[src/rtl/mojo_serial_frame_out_pkg.sv]
// Shared types and constants for the serial frame output block.
package mojo_serial_frame_out_pkg;

  // Controller states: wait for a block, issue one byte, hold one guard cycle.
  typedef enum logic [1:0] {
    StIdle  = 2'd0,
    StEmit  = 2'd1,
    StGuard = 2'd2
  } state_e;

  // Which frame element the next issued byte comes from.
  typedef enum logic [1:0] {
    ElemHdr  = 2'd0,
    ElemData = 2'd1,
    ElemCsum = 2'd2
  } elem_e;

  localparam logic [7:0] DefaultHeaderByte = 8'hA5;

endpackage

[src/rtl/mojo_serial_frame_out_if.sv]
// Producer-side block handshake plus the byte-wide UART transmit handshake.
interface mojo_serial_frame_out_if #(
  parameter int unsigned MAX_BYTES = 4
);
  localparam int unsigned LEN_BITS = $clog2(MAX_BYTES + 1);

  logic                   tx_busy;
  logic [7:0]             tx_data;
  logic                   new_tx_data;
  logic [MAX_BYTES*8-1:0] tx_block;
  logic [LEN_BITS-1:0]    tx_len;
  logic                   new_tx_block;
  logic                   block_ready;
  logic                   block_done;

  // Frame serialiser side.
  modport master (
    input  tx_busy, tx_block, tx_len, new_tx_block,
    output tx_data, new_tx_data, block_ready, block_done
  );

  // Producer / UART side.
  modport slave (
    output tx_busy, tx_block, tx_len, new_tx_block,
    input  tx_data, new_tx_data, block_ready, block_done
  );

endinterface

[src/rtl/mojo_serial_frame_out.sv]
// Serialises a variable-length block (optional header and XOR trailer) onto a byte UART.
module mojo_serial_frame_out
  import mojo_serial_frame_out_pkg::*;
#(
  parameter int unsigned MAX_BYTES   = 4,
  parameter bit          MSB_FIRST   = 1'b0,
  parameter bit          HEADER_EN   = 1'b1,
  parameter logic [7:0]  HEADER_BYTE = DefaultHeaderByte,
  parameter bit          CHECKSUM_EN = 1'b1
) (
  input  logic                    clk,
  input  logic                    rst,
  mojo_serial_frame_out_if.master bus
);

  localparam int unsigned LEN_BITS = $clog2(MAX_BYTES + 1);
  localparam int unsigned BW       = MAX_BYTES * 8;

  state_e              state_q, state_d;
  elem_e               elem_q, elem_d;
  logic [BW-1:0]       block_q, block_d;
  logic [LEN_BITS-1:0] len_q, len_d;
  logic [LEN_BITS-1:0] cnt_q, cnt_d;
  logic [7:0]          csum_q, csum_d;
  logic [7:0]          tx_data_q, tx_data_d;
  logic                new_q, new_d;
  logic                done_q, done_d;
  logic                last_q, last_d;

  logic [LEN_BITS-1:0] cnt_inc;
  logic [LEN_BITS-1:0] idx;
  logic [BW-1:0]       shifted;
  logic [7:0]          data_byte;
  logic [7:0]          cur_byte;

  // Current data byte and the element byte that the next issue would send.
  always_comb begin
    cnt_inc   = cnt_q + LEN_BITS'(1);
    // Reverse order walks from len-1 down: len - (cnt + 1).
    idx       = MSB_FIRST ? (len_q - cnt_inc) : cnt_q;
    shifted   = block_q >> {idx, 3'b000};
    data_byte = shifted[7:0];
    unique case (elem_q)
      ElemHdr:  cur_byte = HEADER_BYTE;
      ElemData: cur_byte = data_byte;
      ElemCsum: cur_byte = csum_q;
      default:  cur_byte = 8'h00;
    endcase
  end

  // Next-state logic for the frame controller.
  always_comb begin
    state_d   = state_q;
    elem_d    = elem_q;
    block_d   = block_q;
    len_d     = len_q;
    cnt_d     = cnt_q;
    csum_d    = csum_q;
    tx_data_d = tx_data_q;
    last_d    = last_q;
    new_d     = 1'b0;
    done_d    = 1'b0;
    unique case (state_q)
      StIdle: begin
        if (bus.new_tx_block && (bus.tx_len != '0)) begin
          block_d = bus.tx_block;
          len_d   = (bus.tx_len > LEN_BITS'(MAX_BYTES)) ? LEN_BITS'(MAX_BYTES) : bus.tx_len;
          cnt_d   = '0;
          csum_d  = 8'h00;
          elem_d  = HEADER_EN ? ElemHdr : ElemData;
          last_d  = 1'b0;
          state_d = StEmit;
        end
      end
      StEmit: begin
        if (!bus.tx_busy) begin
          tx_data_d = cur_byte;
          new_d     = 1'b1;
          state_d   = StGuard;
          unique case (elem_q)
            ElemHdr: elem_d = ElemData;
            ElemData: begin
              csum_d = csum_q ^ data_byte;
              cnt_d  = cnt_inc;
              if (cnt_inc == len_q) begin
                if (CHECKSUM_EN) elem_d = ElemCsum;
                else             last_d = 1'b1;
              end
            end
            default: last_d = 1'b1;
          endcase
        end
      end
      StGuard: begin
        // Busy is ignored here: the UART raises it one cycle after our strobe.
        if (last_q) begin
          state_d = StIdle;
          done_d  = 1'b1;
        end else begin
          state_d = StEmit;
        end
      end
      default: state_d = StIdle;
    endcase
  end

  // State registers with synchronous active-high reset.
  always_ff @(posedge clk) begin
    if (rst) begin
      state_q   <= StIdle;
      elem_q    <= ElemHdr;
      block_q   <= '0;
      len_q     <= '0;
      cnt_q     <= '0;
      csum_q    <= 8'h00;
      tx_data_q <= 8'h00;
      new_q     <= 1'b0;
      done_q    <= 1'b0;
      last_q    <= 1'b0;
    end else begin
      state_q   <= state_d;
      elem_q    <= elem_d;
      block_q   <= block_d;
      len_q     <= len_d;
      cnt_q     <= cnt_d;
      csum_q    <= csum_d;
      tx_data_q <= tx_data_d;
      new_q     <= new_d;
      done_q    <= done_d;
      last_q    <= last_d;
    end
  end

  assign bus.tx_data     = tx_data_q;
  assign bus.new_tx_data = new_q;
  assign bus.block_ready = (state_q == StIdle);
  assign bus.block_done  = done_q;

endmodule

[src/flat_wrapper.sv]
// flat-port wrapper written by rule: the top's interface ports become plain ports
module mojo_serial_frame_out_flat import mojo_serial_frame_out_pkg::*;
#(
  parameter int unsigned MAX_BYTES   = 4,
  parameter bit          MSB_FIRST   = 1'b0,
  parameter bit          HEADER_EN   = 1'b1,
  parameter logic [7:0]  HEADER_BYTE = DefaultHeaderByte,
  parameter bit          CHECKSUM_EN = 1'b1
)
  (clk, rst, bus_tx_busy, bus_tx_block, bus_tx_len, bus_new_tx_block, bus_tx_data, bus_new_tx_data, bus_block_ready, bus_block_done);
  mojo_serial_frame_out_if #(.MAX_BYTES(MAX_BYTES)) bus_i ();
  input  logic clk;
  input  logic rst;
  input wire logic [$bits(bus_i.tx_busy)-1:0] bus_tx_busy;
  input wire logic [$bits(bus_i.tx_block)-1:0] bus_tx_block;
  input wire logic [$bits(bus_i.tx_len)-1:0] bus_tx_len;
  input wire logic [$bits(bus_i.new_tx_block)-1:0] bus_new_tx_block;
  output wire logic [$bits(bus_i.tx_data)-1:0] bus_tx_data;
  output wire logic [$bits(bus_i.new_tx_data)-1:0] bus_new_tx_data;
  output wire logic [$bits(bus_i.block_ready)-1:0] bus_block_ready;
  output wire logic [$bits(bus_i.block_done)-1:0] bus_block_done;
  assign bus_i.tx_busy = bus_tx_busy;
  assign bus_i.tx_block = bus_tx_block;
  assign bus_i.tx_len = bus_tx_len;
  assign bus_i.new_tx_block = bus_new_tx_block;
  assign bus_tx_data = bus_i.tx_data;
  assign bus_new_tx_data = bus_i.new_tx_data;
  assign bus_block_ready = bus_i.block_ready;
  assign bus_block_done = bus_i.block_done;
  mojo_serial_frame_out #(.MAX_BYTES(MAX_BYTES), .MSB_FIRST(MSB_FIRST), .HEADER_EN(HEADER_EN), .HEADER_BYTE(HEADER_BYTE), .CHECKSUM_EN(CHECKSUM_EN)) u_core (.clk(clk), .rst(rst), .bus(bus_i));
endmodule
[config.mk]
export PLATFORM = sky130hd
export DESIGN_NAME = mojo_serial_frame_out_flat
export DESIGN_NICKNAME = d
export VERILOG_FILES = /design/src/rtl/mojo_serial_frame_out_pkg.sv /design/src/rtl/mojo_serial_frame_out_if.sv /design/src/rtl/mojo_serial_frame_out.sv /design/src/flat_wrapper.sv
export SDC_FILE = /design/constraint.sdc
export NUM_CORES = 1
export LEC_CHECK = 0
export ABC_AREA = 1
export CORE_MARGIN = 8
export CORE_UTILIZATION = 50
export DETAILED_ROUTE_END_ITERATION = 10
export DONT_BUFFER_PORTS = 1
export PLACE_DENSITY_LB_ADDON = 0.1
export SETUP_SLACK_MARGIN = 0.1
export SLEW_MARGIN = 10
export SYNTH_ARGS = -nofsm -noshare
export SYNTH_HDL_FRONTEND = slang
export SYNTH_SLANG_ARGS = --single-unit
[constraint.sdc]
create_clock -name clk -period 1.7 [get_ports clk]
set_input_delay 0.17 -clock clk [delete_from_list [all_inputs] [get_ports clk]]
set_output_delay 0.17 -clock clk [all_outputs]
set_load 0.005 [all_outputs]
==> out/results.tsv, run 1 <==
metric	value	unit
worst-path cell chain	nor2_4 > nand3_4 > nand2_1 > inv_2 > o21ai_1 > nor2_1	
initial antenna violation count	0	
Syn-to-layout area delta	12.3	%
Hold Violations, Final	0	
clock skew	0.00712	ns
Die W	90.8	um
Worst Path Arrival	1.65	ns
Non-Filler Instances	473	
initial core utilization	51.1	%
share of cells above drive strength 1	12.2	%
vias in the first global route	2326	
Vias/cell	5.23	
Post-Synthesis Cells	386	
Tightest Pin Transition	0.500	ns
DR iter-0 viols	117	
Max Cap Viol	0	
vias	2472	
post-synth top area cell	dfxtp_1	
WHS	0.0382	ns
TritonCTS Buffers	9	
n_diodes	0	
GRT overflow	0	
Placement Rows	27	
fin. max-slew vios	0	
Max clock buf depth	2	
yosys warns	0	
PwrDens	1160	nW/um2
Seq/Total Area, Yosys	43.6	%
RSZ-0062 raised after global routing	no	
Synth area leaders	dfxtp_1, a21oi_1, nand2_1, o21ai_0, inv_1	
worst stage delay on the critical path	0.38	ns
# placed instances	449	
crit path launch type	flip-flop	
overall routing resource usage	16.8	%
dpl hpwl	4.94	mm
synth unique cells	33	
1st-pass router iterations	4	
Synth Register Bits	61	
commonest non-fill, non-tap cell in the layout	nand2_1	
drt drc	0	
I/O Buffers	0	
maximum vdd ir drop	821	uV
Slowest-stage cell, CP	dfxtp_1	
Max-slew headroom	66.6	%
Antenna Nets Post-Route	0	
Pleak	1.29	nW
crit path buf inv count	1	
Mapped Area	2800	um2
height of the die	90.8	um
Final nets	437	
Core Util, Final	57.4	%
die area	8240	um2
period utilization	84.6	%
outcome	complete, no violations	
post-layout min period	1.44	ns
largest net degree at the start of global routing	39	
Setup TNS	0	ns
Peak Freq	695	MHz
Critical Path RT	1.92	ns
syn_nets	426	
most frequent cells in the layout	nand2_1, dfxtp_1, a21oi_1	
syn avg cell area	7.25	um2
Top delay family on crit path	simple AND/OR/NAND/NOR gates	
Clk Tree Root Cell	clkbuf_8	
wire length per cell	14.3	um
CORE AREA	5470	um2
Min-Delay Path Class	in2reg	
Crit Path Max Fanout	7	
CTS H-tree depth	3	
global-route wire length before repair	11.2	mm
Finish-stage setup viols	0	
Resized Gates After CTS	0	
Design Power	0.00363	W
Total Wirelength	6.77	mm
Sink Count	61	
CP Capture Type	flip-flop	
Post-CTS Setup Bufs	0	
top cell type's share of synthesized area	43.6	%
CTS tree	built	
IO Pins	50	
Clock Latency Late Sink	0.33	ns
GPL Wtd Cong	0.820	
WS Path Type	reg2reg	
clock-pin slew on the worst setup and hold paths	0.07	ns
==> final cells by class <==
cell class	count	area, um2
clock buffers	14	173
clock inverters	1	5.00
fillers	555	2330
inverters	51	199
multi-input cells	256	1280
flip-flops and latches	61	1220
well taps	72	90.1
repair buffers	18	170
==> worst register-to-register path: cells and delay by family (launching register included) <==
family | cells | cell delay (ns)
and+or+nand+nor | 4 | 0.71
buffers and inverters | 1 | 0.13
DFF | 1 | 0.38
AOI/OAI and AO/OA | 1 | 0.09
==> cells in the mapped netlist, drive strengths merged <==
master / n
a211oi: 1
a21oi: 64
buf: 14
clkbuf: 4
clkinv: 2
dfxtp: 61
ha: 1
inv: 49
nand2: 83
nand3: 25
nor2: 28
nor3: 1
nor3b: 1
nor4: 1
o211ai: 6
o21ai: 44
o22ai: 1
==> state kept, by name, indices dropped and copies added, names as in the netlist, 2 cells and up <==
| name | count |
|---|---|
| u_core.elem_q | 2 |
| u_core.bus.tx_data | 8 |
| u_core.state_q | 2 |
| u_core.csum_q | 8 |
| u_core.cnt_q | 3 |
| u_core.block_q | 32 |
| u_core.len_q | 3 |
==> through the flow <==
stage	area [um2]	worst slack (ns)
floorplan	2800	0.441
global placement	2870	0.271
detailed placement	2870	0.289
CTS	3140	0.271
global route	3140	0.117
finish	3140	0.262
==> kinds of logic after synthesis <==
family | Yosys count | share of synthesized area (%)
compound gates | 116 | 22.9
simple gates | 139 | 22.5
fa+ha+maj | 1 | 0.447
flops | 61 | 43.6
buf+inv | 69 | 10.5
==> per-layer routing <==
layer / vias to the layer above / share of wire (%) / track usage, % / wire length, um
li1: 1279 / - / - / -
met2: 58 / 45 / 26.2 / 3040
met3: 8 / 7.2 / 7.32 / 489
met4: 0 / 1.0 / 4.77 / 69
met1: 1127 / 47 / 20.3 / 3180
met5: - / 0 / 0 / 0
==> final timing paths <==
check	slack (ns)	to	cells past startpoint	from
setup / recovery	0.26	u_core.csum_q[1]	6	u_core.state_q[0]
hold / removal	0.04	u_core.block_q[20]	2	bus_tx_block[20]
setup reg to reg	0.26	u_core.csum_q[1]	6	u_core.state_q[0]
hold reg to reg	0.45	u_core.block_q[12]	2	u_core.block_q[12]
==> timing repair <==
item                                    in CTS  in global routing
endpoints found under the hold margin       11                  0
hold buffers                                 9                  0
endpoints found under the setup margin       0                  0
==> report_power, final <==
| part | switching (W) | total (W) | internal, W |
|---|---|---|---|
| registers | 0.0000877 | 0.00165 | 0.00157 |
| logic | 0.000526 | 0.000806 | 0.000280 |
| clock network | 0.000529 | 0.00117 | 0.000640 |
No activity file was read; power rests on OpenSTA's default activity.
==> run 2: changes to the inputs <==
==> constraint.sdc (replaced) <==
create_clock -name clk -period 1.4 [get_ports clk]
set_input_delay 0.14 -clock clk [delete_from_list [all_inputs] [get_ports clk]]
set_output_delay 0.14 -clock clk [all_outputs]
set_load 0.005 [all_outputs]
==> run 2 against run 1 <==
Compared with the run above: utilization rose by 16 points; first-iteration DRC count is 1.7% lower; die area did not move; combinational power rose by 84%; clock skew about the same; sequential cell count is the same; the flow now finishes with violations (hold timing); largest power group unchanged; sequential share of layout area decreased by 8.1 points; global-route usage grew 1.6 points; total power increased by 41%; routed wire length rose by 24%; non-clock buffer count increased by 44; highest routed layer unchanged.
==> out/results.tsv, run 2 (synthesized netlist as in run 1, its figures left out) <==
metric	value	unit	change
outcome	complete, but fails checks		was complete, no violations
failing checks	hold timing		
Worst path most repeated cell	buf_12		
Largest register FFs	32		unchanged
RSZ-0062 raised after global routing	yes		was no
initial core utilization	51.1	%	unchanged
1st-pass router iterations	4		unchanged
clock skew	0.00722	ns	was 0.00712 ns
global-route wire length before repair	12.3	mm	was 11.2 mm
Placement Rows	27		unchanged
PwrDens	1280	nW/um2	was 1160 nW/um2
Min-Delay Path Class	in2reg		unchanged
Sink Count	61		unchanged
Final nets	481		was 437
Hold Violations, Final	1		was 0
Tightest Pin Transition	0.472	ns	was 0.500 ns
DR iter-0 viols	115		was 117
CP Capture Type	flip-flop		unchanged
GPL Wtd Cong	0.780		was 0.820
Max Cap Viol	0		unchanged
TritonCTS Buffers	9		unchanged
drt drc	0		unchanged
dpl hpwl	4.76	mm	was 4.94 mm
Most flops, register	u_core.block_q		unchanged
Critical Path RT	1.68	ns	was 1.92 ns
post-layout min period	1.39	ns	was 1.44 ns
maximum vdd ir drop	931	uV	was 821 uV
initial antenna violation count	0		unchanged
Syn-to-layout area delta	42.8	%	was 12.3%
crit path launch type	flip-flop		unchanged
Setup TNS	0	ns	unchanged
Final Cell Area	4000	um2	was 3140 um2
IO Pins	50		unchanged
Pleak	1.61	nW	was 1.29 nW
CTS H-tree depth	3		unchanged
worst-path cell chain	nor2_4 > nand3_4 > buf_12 > buf_12 > clkbuf_16 > a21oi_2		was nor2_4 > nand3_4 > nand2_1 > inv_2 > o21ai_1 > nor2_1
overall routing resource usage	18.4	%	was 16.8%
share of cells above drive strength 1	26.5	%	was 12.2%
Die W	90.8	um	unchanged
die area	8240	um2	unchanged
Antenna Nets Post-Route	0		unchanged
Vias/cell	5.41		was 5.23
Clk Tree Root Cell	clkbuf_8		unchanged
worst stage delay on the critical path	0.37	ns	was 0.38 ns
Worst Path Arrival	1.67	ns	was 1.65 ns
WHS	-0.00139	ns	was 0.0382 ns
Peak Freq	719	MHz	was 695 MHz
largest net degree at the start of global routing	26		was 39
Max-slew headroom	68.4	%	was 66.6%
vias in the first global route	2537		was 2326
GRT overflow	0		unchanged
Total Wirelength	8.37	mm	was 6.77 mm
period utilization	99.4	%	was 84.6%
clock-pin slew on the worst setup and hold paths	0.07	ns	about the same
I/O Buffers	0		unchanged
Finish-stage setup viols	0		unchanged
fin. max-slew vios	0		unchanged
Clock Latency Late Sink	0.35	ns	was 0.33 ns
CTS tree	built		unchanged
Max clock buf depth	2		unchanged
vias	2795		was 2472
Placed Area	2970	um2	was 2870 um2
height of the die	90.8	um	unchanged
most frequent cells in the layout	nand2_1, dfxtp_1, inv_1		was nand2_1, dfxtp_1, a21oi_1
Crit Path Max Fanout	8		was 7
commonest non-fill, non-tap cell in the layout	nand2_1		unchanged
Slowest-stage cell, CP	dfxtp_4		was dfxtp_1
wire length per cell	16.2	um	was 14.3 um
WS Path Type	reg2reg		unchanged
CORE AREA	5470	um2	unchanged
n_diodes	0		unchanged
## run 2: metrics by stage
| step | cells | hold slack [ns] | total power, W | setup slack, ns | util [%] |
|---|---|---|---|---|---|
| 2_1_floorplan | 386 | 0.279 | 0.00278 | 0.141 | - |
| 3_3_place_gp | 458 | 0.211 | 0.00305 | 0.0424 | 54.2 |
| 3_5_place_dp | 458 | 0.214 | 0.00307 | 0.00205 | 54.2 |
| 4_1_cts | 503 | 0.00244 | 0.00477 | 0.0413 | 64.2 |
| 5_1_grt | 517 | 0.00847 | 0.00533 | -0.0498 | 73.0 |
| 6_report | 517 | -0.00139 | 0.00511 | 0.00852 | 73.0 |
## run 2: repair_timing
action                                 4_1_cts  5_1_grt
gates cloned                                 1        5
resized for setup                            9       86
endpoints found under the hold margin       29        7
pin swaps                                    3       21
hold buffers                                28        7
setup endpoints to repair                   37       56
setup buffers                                1        2
## run 2: where the power goes
part | internal (W) | total [W] | switching (W) | leakage [nW]
combinational | 0.000635 | 0.00148 | 0.000844 | 1.01
clock | 0.000913 | 0.00161 | 0.000701 | 0.0968
sequential | 0.00191 | 0.00201 | 0.000108 | 0.503
total | 0.00345 | 0.00511 | 0.00165 | 1.61
## run 2: final timing paths
| kind | endpoint | depth (start not counted) | slack, ns | from |
|---|---|---|---|---|
| worst min register to register | u_core.block_q[30] | 2 | 0.45 | u_core.block_q[30] |
| worst max register to register | u_core.block_q[29] | 6 | 0.009 | u_core.state_q[0] |
| worst min-delay path | u_core.block_q[4] | 2 | -0.001 | bus_tx_block[4] |
| worst max-delay path | u_core.block_q[29] | 6 | 0.009 | u_core.state_q[0] |
## run 2: layout make-up
cell class              instances  area [um2]
fillers                       440        1480
well taps                      72        90.1
inverters                      51         211
flip-flops and latches         61        1230
multi-input cells             256        1530
clock inverters                 1        30.0
repair buffers                 62         743
clock buffers                  14         163
## run 2: metal layers
layer / track usage, % / routed length, um / share of wire, % / up-vias
li1: - / - / - / 1370
met1: 23.7 / 3790 / 45 / 1338
met2: 27.8 / 3950 / 47 / 75
met3: 5.15 / 506 / 6.0 / 12
met4: 8.32 / 126 / 1.5 / 0
met5: 0 / 0 / 0 / -
## run 2: critical path, delay by kind of cell, from the launching register on
| family | cells | cell delay (ns) |
|---|---|---|
| AOI/OAI and AO/OA | 1 | 0.15 |
| and+or+nand+nor | 2 | 0.35 |
| buffers and inverters | 3 | 0.46 |
| DFF | 1 | 0.37 |
